<file path="src/rtl/arb_pkg.sv">
// Shared encodings for the two-source select arbiter: mux select codes and
// the output holding-stage state.
package arb_pkg;

    localparam logic [1:0] SEL_D0   = 2'b00;
    localparam logic [1:0] SEL_D1   = 2'b01;
    localparam logic [1:0] SEL_IDLE = 2'b10;

    typedef enum logic {EMPTY, FULL} out_state_t;

endpackage

</file>
<file path="src/rtl/mux_sel_arbiter.sv">
// Round-robin arbiter between two valid/ready sources that steers an external
// mux and captures its result in a 1-deep output register.
module mux_sel_arbiter
    import arb_pkg::*;
#(
    parameter int N = 2
) (
    input  logic         clk,
    input  logic         rst,
    input  logic         req0_valid,
    output logic         req0_ready,
    input  logic         req1_valid,
    output logic         req1_ready,
    output logic [1:0]   sel,
    input  logic [N-1:0] mux_y,
    output logic         out_valid,
    input  logic         out_ready,
    output logic [N-1:0] out_data,
    output logic [7:0]   grant_cnt0,
    output logic [7:0]   grant_cnt1
);

    out_state_t state;
    logic       prio;
    logic       accept;
    logic       grant0;
    logic       grant1;

    // Grants are masked during reset so nothing transfers in the reset cycle.
    always_comb begin
        accept = (state == EMPTY) || out_ready;
        grant0 = !rst && accept && req0_valid && (!req1_valid || !prio);
        grant1 = !rst && accept && req1_valid && (!req0_valid || prio);
    end

    assign req0_ready = grant0;
    assign req1_ready = grant1;
    assign sel        = grant0 ? SEL_D0 : (grant1 ? SEL_D1 : SEL_IDLE);
    assign out_valid  = (state == FULL);

    always_ff @(posedge clk) begin
        if (rst) begin
            state      <= EMPTY;
            prio       <= 1'b0;
            out_data   <= '0;
            grant_cnt0 <= 8'd0;
            grant_cnt1 <= 8'd0;
        end else begin
            if (grant0 || grant1) begin
                out_data <= mux_y;
                state    <= FULL;
                // Priority passes to whichever source was not just served.
                prio     <= grant0;
                if (grant0)
                    grant_cnt0 <= grant_cnt0 + 8'd1;
                else
                    grant_cnt1 <= grant_cnt1 + 8'd1;
            end else if (state == FULL && out_ready) begin
                state <= EMPTY;
            end
        end
    end

endmodule
</file>
<file path="config.mk">
export PLATFORM = sky130hd
export DESIGN_NAME = mux_sel_arbiter
export DESIGN_NICKNAME = d
export VERILOG_FILES = /design/src/rtl/arb_pkg.sv /design/src/rtl/mux_sel_arbiter.sv
export SDC_FILE = /design/constraint.sdc
export NUM_CORES = 1
export LEC_CHECK = 0
export ABC_AREA = 1
export ABC_CLOCK_PERIOD_IN_PS = 1200
export CAP_MARGIN = 20
export CORE_MARGIN = 5
export CORE_UTILIZATION = 59
export CTS_BUF_LIST = sky130_fd_sc_hd__clkbuf_16
export CTS_CLUSTER_SIZE = 25
export DETAILED_ROUTE_END_ITERATION = 10
export DONT_BUFFER_PORTS = 1
export PLACE_DENSITY_LB_ADDON = 0.2
export SETUP_SLACK_MARGIN = 0.2
export SLEW_MARGIN = 15
export SYNTH_ARGS = -nofsm -noshare
export SYNTH_HDL_FRONTEND = slang
export SYNTH_SLANG_ARGS = --single-unit
</file>
<file path="constraint.sdc">
create_clock -name clk -period 1.2 [get_ports clk]
set_input_delay 0.06 -clock clk [delete_from_list [all_inputs] [get_ports clk]]
set_output_delay 0.06 -clock clk [all_outputs]
set_load 0.05 [all_outputs]
</file>
==> flow_metrics.env, run 1 <==
export IMPL_status="aborted with a tool error"
export IMPL_failed_stage="4_1_cts"
export IMPL_stop_error="[ERROR DPL-0038] Utilization greater than 100%, impossible to legalize"
export IMPL_rows=14
export IMPL_placed_area_um2=1360
export IMPL_syn_area_um2=957
export IMPL_post_dp_hpwl_mm=1.97
export IMPL_cts_hold_buf=2
export IMPL_synth_area_top_cells="dfxtp_1 42%, nand2_1 13%, nor2_1 9.0%"
export IMPL_clk_path_buf_depth=2
export IMPL_synth_top_area_share_pct=41.8
export IMPL_cts_setup_buffers=12
export IMPL_die_height_um=50.3
export IMPL_syn_nets=146
export IMPL_synth_distinct_cells=18
export IMPL_port_buffers=0
export IMPL_synth_seq_cells=20
export IMPL_ys_warnings_count=0
export IMPL_die_width_um=50.3
export IMPL_htree_num_levels=1
export IMPL_avgSynthCellArea_um2=6.99
export IMPL_root_buffer="clkbuf_16"
export IMPL_cts_resized=21
export IMPL_gp_congestion=0.740
export IMPL_netlist_instances=137
export IMPL_cts_buffers=3
export IMPL_ys_seq_area_share_pct=41.8
export IMPL_start_util_pct=62.8
export IMPL_io_pins=30
export IMPL_clock_sinks=20
export IMPL_synth_top_cell_by_area="dfxtp_1"
==> metrics by stage <==
step           setup TNS [ns]  worst slack [ns]  instances
3_3_place_gp                0            0.0670        177
3_5_place_dp                0          0.000822        177
2_1_floorplan          -0.204           -0.0903        137
==> cell families after synthesis <==
logic type | count (synthesis) | synth area share [%]
AOI/OAI and AO/OA | 21 | 11.8
and+or+nand+nor | 75 | 34.2
adders and majority gates | 2 | 2.61
xor gates and xnor gates | 1 | 0.915
DFF | 20 | 41.8
buffers and inverters | 18 | 8.63
==> cells in the mapped netlist <==
cell type / number
dfxtp_1: 20
and3_1: 1
o21a_1: 2
nor2_1: 23
inv_1: 14
nand3_1: 11
a21oi_1: 13
xor2_1: 1
ha_1: 2
buf_1: 1
nand4_1: 3
nand2_4: 1
o31ai_1: 1
buf_6: 2
nor2_4: 2
o21ai_0: 5
nand2_1: 34
inv_2: 1
==> run 2, diff against run 1 <==
CORE_AREA = 5 5 66 68   (was default)
CORE_MARGIN = default   (was 5)
CORE_UTILIZATION = default   (was 59)
CTS_BUF_LIST = default   (was sky130_fd_sc_hd__clkbuf_16)
CTS_CLUSTER_SIZE = default   (was 25)
DIE_AREA = 0 0 71 73   (was default)
PLACE_DENSITY_LB_ADDON = 0.15   (was 0.2)
SETUP_SLACK_MARGIN = default   (was 0.2)
==> run 2 against run 1 <==
The flow now finishes, with violations (hold timing, setup timing). Area after synthesis stayed put. Synthesized cell count unchanged.
==> flow_metrics.env, run 2 <==
export IMPL_grt_overflow=0
export IMPL_die_width_um=71
export IMPL_post_dp_hpwl_mm=1.84
export IMPL_r2r_cells=7
export IMPL_vdd_drop_max_uv=501
export IMPL_critical_path_required_ns=1.14
export IMPL_area_growth_syn_to_layout_pct=66.4
export IMPL_routed_wl_mm=2.77
export IMPL_r2r_start="prio"
export IMPL_post_route_period_util_pct=109
export IMPL_hold_viol_final=5
export IMPL_drt_first_iter_violations=31
export IMPL_reg2reg_to="out_data[0]"
export IMPL_holdPathEnd="grant_cnt1[3]"
export IMPL_wl_per_cell_um=11.7
export IMPL_worst_hold_slack_ns=-0.159
export IMPL_p_leak_nw=0.712
export IMPL_synth_top_area_share_pct=41.8
export IMPL_grt_pass1_wl_mm=4.50
export IMPL_grt_pass1_vias=1032
export IMPL_r2r_slack_ns=-0.02
export IMPL_synth_top_cell_by_area="dfxtp_1"
export IMPL_regArea_um2=428
export IMPL_rows=23
export IMPL_synth_most_common_cell="nand2_1"
export IMPL_clock_sinks=20
export IMPL_synth_edff_count=0
export IMPL_gp_congestion=0.746
export IMPL_placed_area_um2=1260
export IMPL_antenna_found_initial=0
export IMPL_min_from="rst"
export IMPL_maxSlewViolCount=0
export IMPL_slew_headroom_pct=83.4
export IMPL_cts_buffers=3
export IMPL_netlist_instances=137
export IMPL_totalPowerFinal_mw=1.79
export IMPL_io_pins=30
export IMPL_dieArea_um2=5180
export IMPL_clk_path_buf_depth=2
export IMPL_cp_start_kind="flip-flop"
export IMPL_multi_input_area_um2=559
export IMPL_final_layout_size_suffix_gt1_share_pct=47.8
export IMPL_whs_path_depth=1
export IMPL_start_util_pct=25.2
export IMPL_tightestPinTransition_ns=0.247
export IMPL_ys_warnings_count=0
export IMPL_worstSkewPairLatency_ns=0.26
export IMPL_rsz0062_at_grt="true"
export IMPL_status="finished, violations left"
export IMPL_dr_pass1_iters=4
export IMPL_fmaxAchievable_ghz=0.767
export IMPL_syn_area_um2=957
export IMPL_final_cell_area_um2=1590
export IMPL_fin_skew_ns=0.00758
export IMPL_htree_num_levels=1
export IMPL_endpoint_kind="output port"
export IMPL_ys_seq_area_share_pct=41.8
export IMPL_worst_ep_arrival_time_ns=1.24
export IMPL_setup_viol=4
export IMPL_grt_usage_pct=10.8
export IMPL_layout_common_cells="35 x buf_4, 29 x nand2_1, 17 x nor2_1"
export IMPL_die_height_um=73
export IMPL_synth_area_top_cells="dfxtp_1 42%, nand2_1 13%, nor2_1 9.0%"
export IMPL_final_util_pct=41.9
export IMPL_critPathKind="reg -> out"
export IMPL_avgSynthCellArea_um2=6.99
export IMPL_drc=0
export IMPL_root_buffer="clkbuf_8"
export IMPL_synth_distinct_cells=18
export IMPL_maxCapViolCount=0
export IMPL_cts_hold_buf=2
export IMPL_vias=1058
export IMPL_violations="hold timing, setup timing"
export IMPL_vias_per_cell=4.48
export IMPL_min_path_type="in -> reg"
export IMPL_power_density_nw_per_um2=1120
export IMPL_synth_ff_type="dfxtp_1"
export IMPL_setup_tns_ns=-0.225
export IMPL_num_fill_cells=396
export IMPL_nets=196
export IMPL_final_common_cell="buf_4"
export IMPL_synth_seq_cells=20
export IMPL_diodes=0
export IMPL_syn_nets=146
export IMPL_async_flop_share_pct=0
export IMPL_postRouteAntennaNets=0
export IMPL_core_um2=3800
export IMPL_reg_largest_list="grant_cnt0: 8 flops, grant_cnt1: 8 flops, out_data: 2 flops"
export IMPL_crit_fanout=2
export IMPL_synthTopCellsByCount="34 x nand2_1, 23 x nor2_1, 20 x dfxtp_1, 14 x inv_1, 13 x a21oi_1"
export IMPL_grt_max_degree=13
export IMPL_path_clk_slew_ns=0.08
export IMPL_fin_crit_ns=1.30
export IMPL_port_buffers=0
export IMPL_cts_tree="built"
export IMPL_worst_slack_ns=-0.104
## run 2: cell counts after synthesis
No cell type changed its count.
## run 2: kinds of logic after synthesis
family | share of synthesized area, %
flip-flops | 41.8
AND/OR/NAND/NOR | 34.2
buffers and inverters | 8.63
adder cells (fa/ha/maj) | 2.61
XOR/XNOR | 0.915
AO/OA/AOI/OAI | 11.8
## run 2: final cells by class
| type | instances | share of cell area [%] |
|---|---|---|
| repair buffers | 48 | 25.8 |
| inverters | 15 | 3.77 |
| clock buffers | 3 | 2.59 |
| clock inverters | 1 | 1.89 |
| flip-flops and latches | 20 | 26.9 |
| multi-input cells | 99 | 35.1 |
| well taps | 50 | 3.93 |
## run 2: timing repair
item                       CTS  global route
resized for setup           14            19
pin swaps                    7            11
cloned                       0             1
setup endpoints to repair    4            17
hold endpoints to repair     7             5
buffers inserted            13             6
## run 2: report_power, final
part	switching, mW	internal, mW
Clock	0.236	0.445
Combinational	0.229	0.170
Sequential	0.0201	0.685
## run 2: worst max-delay path by stage
stage	start	to	slack (ns)	depth (start not counted)
global route	prio	sel[1]	-0.15	5
CTS	out_valid	sel[1]	-0.08	5
global placement	out_valid	req0_ready	0.06	5
floorplan	out_valid	out_data[0]	-0.09	6
finish	prio	sel[1]	-0.10	5
detailed placement	out_valid	req0_ready	0.05	5
## run 2: metrics by stage
step                      hold slack, ns  setup slack [ns]  std cells
after floorplan                    0.119           -0.0903        137
after global placement             0.125            0.0643        212
after detailed placement           0.124            0.0453        212
after CTS                         -0.163           -0.0782        231
after global routing              -0.175            -0.151        236
final                             -0.159            -0.104        236
## run 2: per-layer routing
layer	global-route usage [%]	wire length, um
met1	11.4	1130
met2	20.4	1470
met3	3.03	135
met4	3.76	36
met5	0	0
## run 2: critical path, stage by stage, from the launching register on
cell and delay (ns):
dfxtp_2 0.33, nand2_1 0.10, nand4_1 0.15, nand2_2 0.13
clkinvlp_4 0.11, buf_8 0.16
Note: power is estimated with default switching activity, not from simulation.
